[src/rtl/fetch_refill_ctrl.sv]
// fetch_refill_ctrl: I-cache miss/refill sequencer for the fetch stage.
// Stalls fetch on a miss, requests the aligned line, streams beats into the
// data array, then writes the tag so fetch replays the same PC.
// Ports: i_clk/i_arst (async, active-high), i_fetch_en/i_pc/i_hit from fetch,
// o_stall_fetch to PC/decode regs, o_mem_ar*/i_mem_r* to the next level,
// o_line_we/o_line_idx/o_line_wdata and o_tag_we to the cache arrays.
// Option: define FETCH_REFILL_PERF_EN to add o_miss_cnt / o_stall_cnt.
module fetch_refill_ctrl #(
   parameter int ADDR_WIDTH  = 64,
   parameter int WORD_WIDTH  = 32,
   parameter int BLOCK_WORDS = 16,
   localparam int OFFSET = $clog2(BLOCK_WORDS * WORD_WIDTH / 8),
   localparam int IDX_W  = $clog2(BLOCK_WORDS)
) (
   input  logic                  i_clk,
   input  logic                  i_arst,
   input  logic                  i_fetch_en,
   input  logic [ADDR_WIDTH-1:0] i_pc,
   input  logic                  i_hit,
   output logic                  o_stall_fetch,
   output logic                  o_mem_arvalid,
   input  logic                  i_mem_arready,
   output logic [ADDR_WIDTH-1:0] o_mem_araddr,
   input  logic                  i_mem_rvalid,
   output logic                  o_mem_rready,
   input  logic [WORD_WIDTH-1:0] i_mem_rdata,
   output logic                  o_line_we,
   output logic [IDX_W-1:0]      o_line_idx,
   output logic [WORD_WIDTH-1:0] o_line_wdata,
`ifdef FETCH_REFILL_PERF_EN
   output logic [31:0]           o_miss_cnt,
   output logic [31:0]           o_stall_cnt,
`endif
   output logic                  o_tag_we
);

   typedef enum logic [1:0] {
      IDLE = 2'd0,
      REQ  = 2'd1,
      FILL = 2'd2,
      DONE = 2'd3
   } state_t;

   localparam logic [IDX_W-1:0] LAST = IDX_W'(BLOCK_WORDS - 1);

   state_t                  state;
   state_t                  state_nxt;
   logic [IDX_W-1:0]        beat_cnt;
   logic [ADDR_WIDTH-1:0]   miss_addr;
   logic                    miss;
   logic                    beat;

   // Offset bits of the PC never reach the line address.
   logic unused_pc_low;
   assign unused_pc_low = ^i_pc[OFFSET-1:0];

   assign miss = i_fetch_en & ~i_hit;
   assign beat = (state == FILL) & i_mem_rvalid;

   always_ff @(posedge i_clk or posedge i_arst) begin
      if (i_arst) begin
         state     <= IDLE;
         beat_cnt  <= '0;
         miss_addr <= '0;
      end else begin
         state <= state_nxt;
         if (state == IDLE && miss)
            miss_addr <= {i_pc[ADDR_WIDTH-1:OFFSET], {OFFSET{1'b0}}};
         // Power-of-two line: natural wrap returns the count to 0 at DONE.
         if (beat)
            beat_cnt <= beat_cnt + 1'b1;
      end
   end

   always_comb begin
      state_nxt     = state;
      o_stall_fetch = 1'b0;
      o_mem_arvalid = 1'b0;
      o_mem_araddr  = '0;
      o_mem_rready  = 1'b0;
      o_line_we     = 1'b0;
      o_line_idx    = '0;
      o_line_wdata  = '0;
      o_tag_we      = 1'b0;
      unique case (state)
         IDLE: begin
            // Stall on the miss cycle itself, before the FSM moves.
            if (miss) begin
               o_stall_fetch = 1'b1;
               state_nxt     = REQ;
            end
         end
         REQ: begin
            o_stall_fetch = 1'b1;
            o_mem_arvalid = 1'b1;
            o_mem_araddr  = miss_addr;
            if (i_mem_arready)
               state_nxt = FILL;
         end
         FILL: begin
            o_stall_fetch = 1'b1;
            o_mem_rready  = 1'b1;
            if (i_mem_rvalid) begin
               o_line_we    = 1'b1;
               o_line_idx   = beat_cnt;
               o_line_wdata = i_mem_rdata;
               if (beat_cnt == LAST)
                  state_nxt = DONE;
            end
         end
         DONE: begin
            o_stall_fetch = 1'b1;
            o_tag_we      = 1'b1;
            state_nxt     = IDLE;
         end
         default: state_nxt = IDLE;
      endcase
   end

`ifdef FETCH_REFILL_PERF_EN
   always_ff @(posedge i_clk or posedge i_arst) begin
      if (i_arst) begin
         o_miss_cnt  <= '0;
         o_stall_cnt <= '0;
      end else begin
         if (state == IDLE && miss)
            o_miss_cnt <= o_miss_cnt + 32'd1;
         if (o_stall_fetch)
            o_stall_cnt <= o_stall_cnt + 32'd1;
      end
   end
`endif

endmodule

[config.mk]
export PLATFORM = sky130hd
export DESIGN_NAME = fetch_refill_ctrl
export DESIGN_NICKNAME = d
export VERILOG_FILES = /design/src/rtl/fetch_refill_ctrl.sv
export SDC_FILE = /design/constraint.sdc
export NUM_CORES = 1
export LEC_CHECK = 0
export ABC_AREA = 1
export CAP_MARGIN = 10
export CORE_UTILIZATION = 34
export DETAILED_ROUTE_END_ITERATION = 7
export PLACE_DENSITY = 0.77
export SLEW_MARGIN = 20
export SYNTH_ARGS = -nofsm -noshare
export SYNTH_HDL_FRONTEND = slang
export SYNTH_SLANG_ARGS = --single-unit
[constraint.sdc]
create_clock -name i_clk -period 1.8 [get_ports i_clk]
set_input_delay 0.36 -clock i_clk [delete_from_list [all_inputs] [get_ports i_clk]]
set_output_delay 0.36 -clock i_clk [all_outputs]
set_load 0.03 [all_outputs]
# Word-level counts from Yosys, hierarchy flattened

Cells that the tools add are included.
Widths: inputs -> output; s select.

$add $sub $neg: 1
Equal/unequal tests: 8
Mux-type cells: 17
Bitwise gates (word level): 3
Reduce and logical (&&, ||, !) cells: 4

Operator list:

| kind                | number |
|---|---|
| $mux 32             | 2 |
| $mux 64             | 1 |
| $mux 2              | 4 |
| $mux 4              | 2 |
| $pmux 2 s4          | 1 |
| $mux 1              | 6 |
| $ne 2x2->1 const B  | 3 |
| $add 4x1->4 const B | 1 |
| $eq 2x2->1 const B  | 2 |
| $eq 4x4->1 const B  | 1 |
| $reduce_and 4->1    | 1 |
| $reduce_or 3->1     | 1 |
| $and 1x1->1         | 2 |
| $eq 2x1->1 const B  | 1 |
| $logic_not 2->1     | 1 |
| $ne 2x1->1 const B  | 1 |
| $pmux 1 s2          | 1 |
| $logic_and 1x1->1   | 1 |
| $not 1->1           | 1 |

Bits in registers: 64
Output and inout bits: 105

# Logic depth before layout (Yosys ltp)

Word-level depth: 4
Mapped depth: 9
Depth with buffers taken out: 8

# Worst setup path before layout

No wires, ideal clock.

Path kind: register to output
From: reg state[0]
To: out o_line_idx[0]
Data arrival time: 1.702 ns
Data required time: 1.440 ns
Setup slack: -0.262 ns
Cell stages (with the launch flop): 6
Buffers on the path: 1
Cells stage by stage: dfrtp_1 -> inv_1 -> ha_1 -> nand2_1 -> buf_2 -> nor2_1

Word-level cells in the longest chain between the ends: 2

RTL lines:

| what                   | RTL line | text |
|---|---|---|
| from (decl)            | 46       | `state_t state;` |
| from (signal assigned) | 66       | `state <= state_nxt;` |
| $eq 2x2->1             | 85       | `unique case (state)` |
| $mux 4                 | 85       |  |
| to (decl)              | 28       | `output logic [IDX_W-1:0] o_line_idx,` |

Every way passes these cells.

# Worst setup path in the final report

From: in i_mem_rvalid
To: out o_line_wdata[12]

Word-level cells in the longest chain between the ends: 2

RTL lines:

| what        | RTL line | text |
|---|---|---|
| from (decl) | 24       | `input logic i_mem_rvalid,` |
| $mux 32     | 103      | `if (i_mem_rvalid) begin` |
| $mux 32     | 85       |  |
| to (decl)   | 29       | `output logic [WORD_WIDTH-1:0] o_line_wdata,` |

Every way passes these cells.

==> impl_metrics.tcl <==
set metrics [dict create \
    cts_root_buf "clkbuf_8" \
    drc_errors 0 \
    p_int_mw 5.33 \
    sw_frac_of_total_pct 43.7 \
    drt-total-wl_um 11100 \
    post-route-util_pct 66.4 \
    fp.dieW_um 103 \
    ys_ff_latch 64 \
    grt_pass1_wl_um 15000 \
    grt_start_max_net_pins 78 \
    fmax_mhz 510 \
    crit_type "primary input to output pin" \
    ctsHtreeMaxLevel 3 \
    postCtsHoldBufs 0 \
    hold_viol 0 \
    port_buffers 194 \
    syn_inst 499 \
    worstPathArrival_ps 1600 \
    gpl.final_weighted_congestion 0.761 \
    yosys.area.top_type "dfrtp_1" \
    place_ws_ps -6.00 \
    violations "negative setup slack" \
    cp_cell_sequence "clkdlybuf4s50_1 -> nand2_8 -> clkbuf_16 -> nor2_4 -> buf_6" \
    initial_core_util_pct 35.4 \
    start_kind "primary input" \
    nNetsFinal 816 \
    synth-seq-area-share_pct 46.1 \
    peakVddDrop_mv 0.792 \
    drt_iter0_markers 107 \
    period_needed_ps 1960 \
    rsz0062_at_grt "true" \
    post-route-period-util_pct 109 \
    clk_latency_ps 330 \
    p_leak_nw 3.67 \
    n_antenna_cell 0 \
    die_area_um2 10600 \
    yosys.area.top_type_share_pct 46.1 \
    syn_avg_cell_area_um2 6.96 \
    drtPass1Iterations 4 \
    synthDistinctLibCells 19 \
    end_kind "output pin" \
    pwr-share-seq_pct 26.9 \
    first_global_vias 3493 \
    num_vias 3650 \
    via_per_inst 4.32 \
    final-setup-viol-count 96 \
    max_stage_delay_ps 660 \
    clkTransAtPathRegs_ps 70 \
    setup_slack_ps -159 \
    cp.required_ps 1440 \
    core_region_area_um2 9820 \
    syn_area_um2 3470 \
    setup_tns_ps -10640 \
    crit_family "buffers and inverters" \
    fin_cells 844 \
    area_delta_synth_final_pct 87.7 \
    wire_per_inst_um 13.2 \
    die_y_um 103 \
    nFillCells 791 \
    multi_input_area_um2 1510 \
    crit_buf_inv 3 \
    drive_gt1_share_pct 32.5 \
    report.final.slew_viol_count 0 \
    cts_buffer_depth 2 \
    crit_fanout 7 \
    grt_remaining_overflow 0 \
    p_comb_share_pct 59.3 \
    status "complete, but fails checks" \
    dp_hpwl_um 6680 \
    pwr-share-clk_pct 13.8 \
    rows 36 \
    cts_buffers 9 \
    placed_cells 811 \
    p_switching_mw 4.14 \
    grt_usage_pct 18.4 \
    cp_slowest_cell "clkdlybuf4s50_1" \
    synth_area_leaders "dfrtp_1 46%, inv_1 17%, nand2_1 14%" \
    power.density_nw_per_um2 1450 \
    power_mw 9.47 \
    numClockSinks 64 \
    antenna_left 0 \
    seq_area_um2 1600 \
    cap_violations 0 \
    hp-class "primary input to async pin" \
    synth_warnings 0 \
    ios 207 \
    cts_tree "built" \
    skew_ps 5.81 \
    antenna_found_initial 0 \
]
sequential cells by signal, summed over array words and instances (netlist names):
register and flops:
state 2, miss_addr 58, beat_cnt 4
final cells by class:
type                       count  share of cell area [%]
timing repair buffer         220                    37.1
sequential                    64                    24.6
multi-input combinational    251                    23.2
inverter                     161                    9.36
tap                          133                    2.55
clock buffer                   9                    1.90
clock inverter                 6                    1.30
stage by stage:
| stage | hold WS, ps | instance area (µm²) |
|---|---|---|
| after CTS | 476 | 6030 |
| after global routing | 513 | 6520 |
| final | 485 | 6520 |
| after global placement | 468 | 5450 |
| after floorplan | 453 | 3610 |
| after detailed placement | 475 | 5450 |
worst reg2reg max path, delay by kind of cell, from the launching register on:
kind / cells / cell delay, ps
flip-flops: 1 / 440
adder cells (fa/ha/maj): 1 / 150
buffers and inverters: 4 / 450
AND/OR/NAND/NOR: 5 / 420
path summary, 6_finish.rpt:
path,from,depth (start not counted),slack [ps],endpoint
worst max-delay path,i_mem_rvalid,5,-160,o_line_wdata[12]
worst min-delay path,i_arst,3,490,miss_addr[19]
worst max register to register,state[0],10,240,beat_cnt[3]
worst min register to register,miss_addr[62],2,490,miss_addr[62]
max in group asynchronous,i_arst,3,1020,state[1]
min in group i_clk,miss_addr[62],2,490,miss_addr[62]
placed cells by master (no fill, tap or decap):
cell type,synthesis,layout
inv_1,161,125
nand2_1,132,120
clkdlybuf4s50_1,0,95
buf_6,5,81
dfrtp_1,64,62
o21ai_1,40,40
nor2_4,0,35
inv_2,0,34
buf_4,7,27
o21ai_0,19,19
nand2_4,0,9
clkbuf_8,0,9
buf_12,0,9
conb_1,1,6
ha_4,0,4
clkbuf_16,0,4
nor2_1,38,3
clkinvlp_4,0,3
ha_1,7,3
nand3_1,2,2
nand2_2,0,2
nand4_1,2,2
xor2_1,2,2
bufinv_16,0,2
clkinv_2,0,2
buf_16,0,2
dfrtp_2,0,2
or2_2,1,1
nand3_4,0,1
nand2_8,0,1
inv_4,0,1
a21oi_1,1,1
clkbuf_2,1,1
clkdlybuf4s15_2,0,1
synth_stat cells:
cell type,count
inv_1,161
nand2_1,132
dfrtp_1,64
o21ai_1,40
nor2_1,38
o21ai_0,19
buf_2,10
buf_4,7
ha_1,7
buf_6,5
clkbuf_1,5
nand3_1,2
nand4_1,2
xor2_1,2
a21oi_1,1
clkbuf_2,1
conb_1,1
nand3_2,1
or2_2,1
metal layers:
| layer | share of wire [%] | vias up | global-route usage, % |
|---|---|---|---|
| met5 | 0 | - | 0 |
| met4 | 1.9 | 0 | 8.23 |
| met3 | 6.6 | 18 | 4.07 |
| met2 | 54 | 138 | 34.8 |
| met1 | 38 | 1684 | 19.5 |
| li1 | - | 1810 | - |
kinds of logic (layout without fill, tap and decap cells):
logic type	count (synthesis)	count (layout)	share of synthesized area [%]
other	1	6	0.108
and+or+nand+nor	176	176	19.5
xor gates and xnor gates	2	2	0.504
buffers and inverters	189	396	22.7
DFF	64	64	46.1
adders and majority gates	7	7	2.52
AOI/OAI and AO/OA	60	60	8.64
power groups by stage:
stage	logic (mW)	clock network, mW	registers [mW]
after floorplan	2.84	0	2.41
after global placement	4.19	0	2.47
after detailed placement	4.29	0	2.52
after CTS	4.94	1.35	2.49
after global routing	6.07	1.41	2.63
final	5.61	1.31	2.55
repair_timing:
action / in CTS / in global routing
gates resized for setup: 83 / 91
setup endpoints to repair: 99 / 98
cloned: 2 / 5
pin swaps: 3 / 8
buffers inserted: 7 / 4
(Power assumes the default switching activity.)
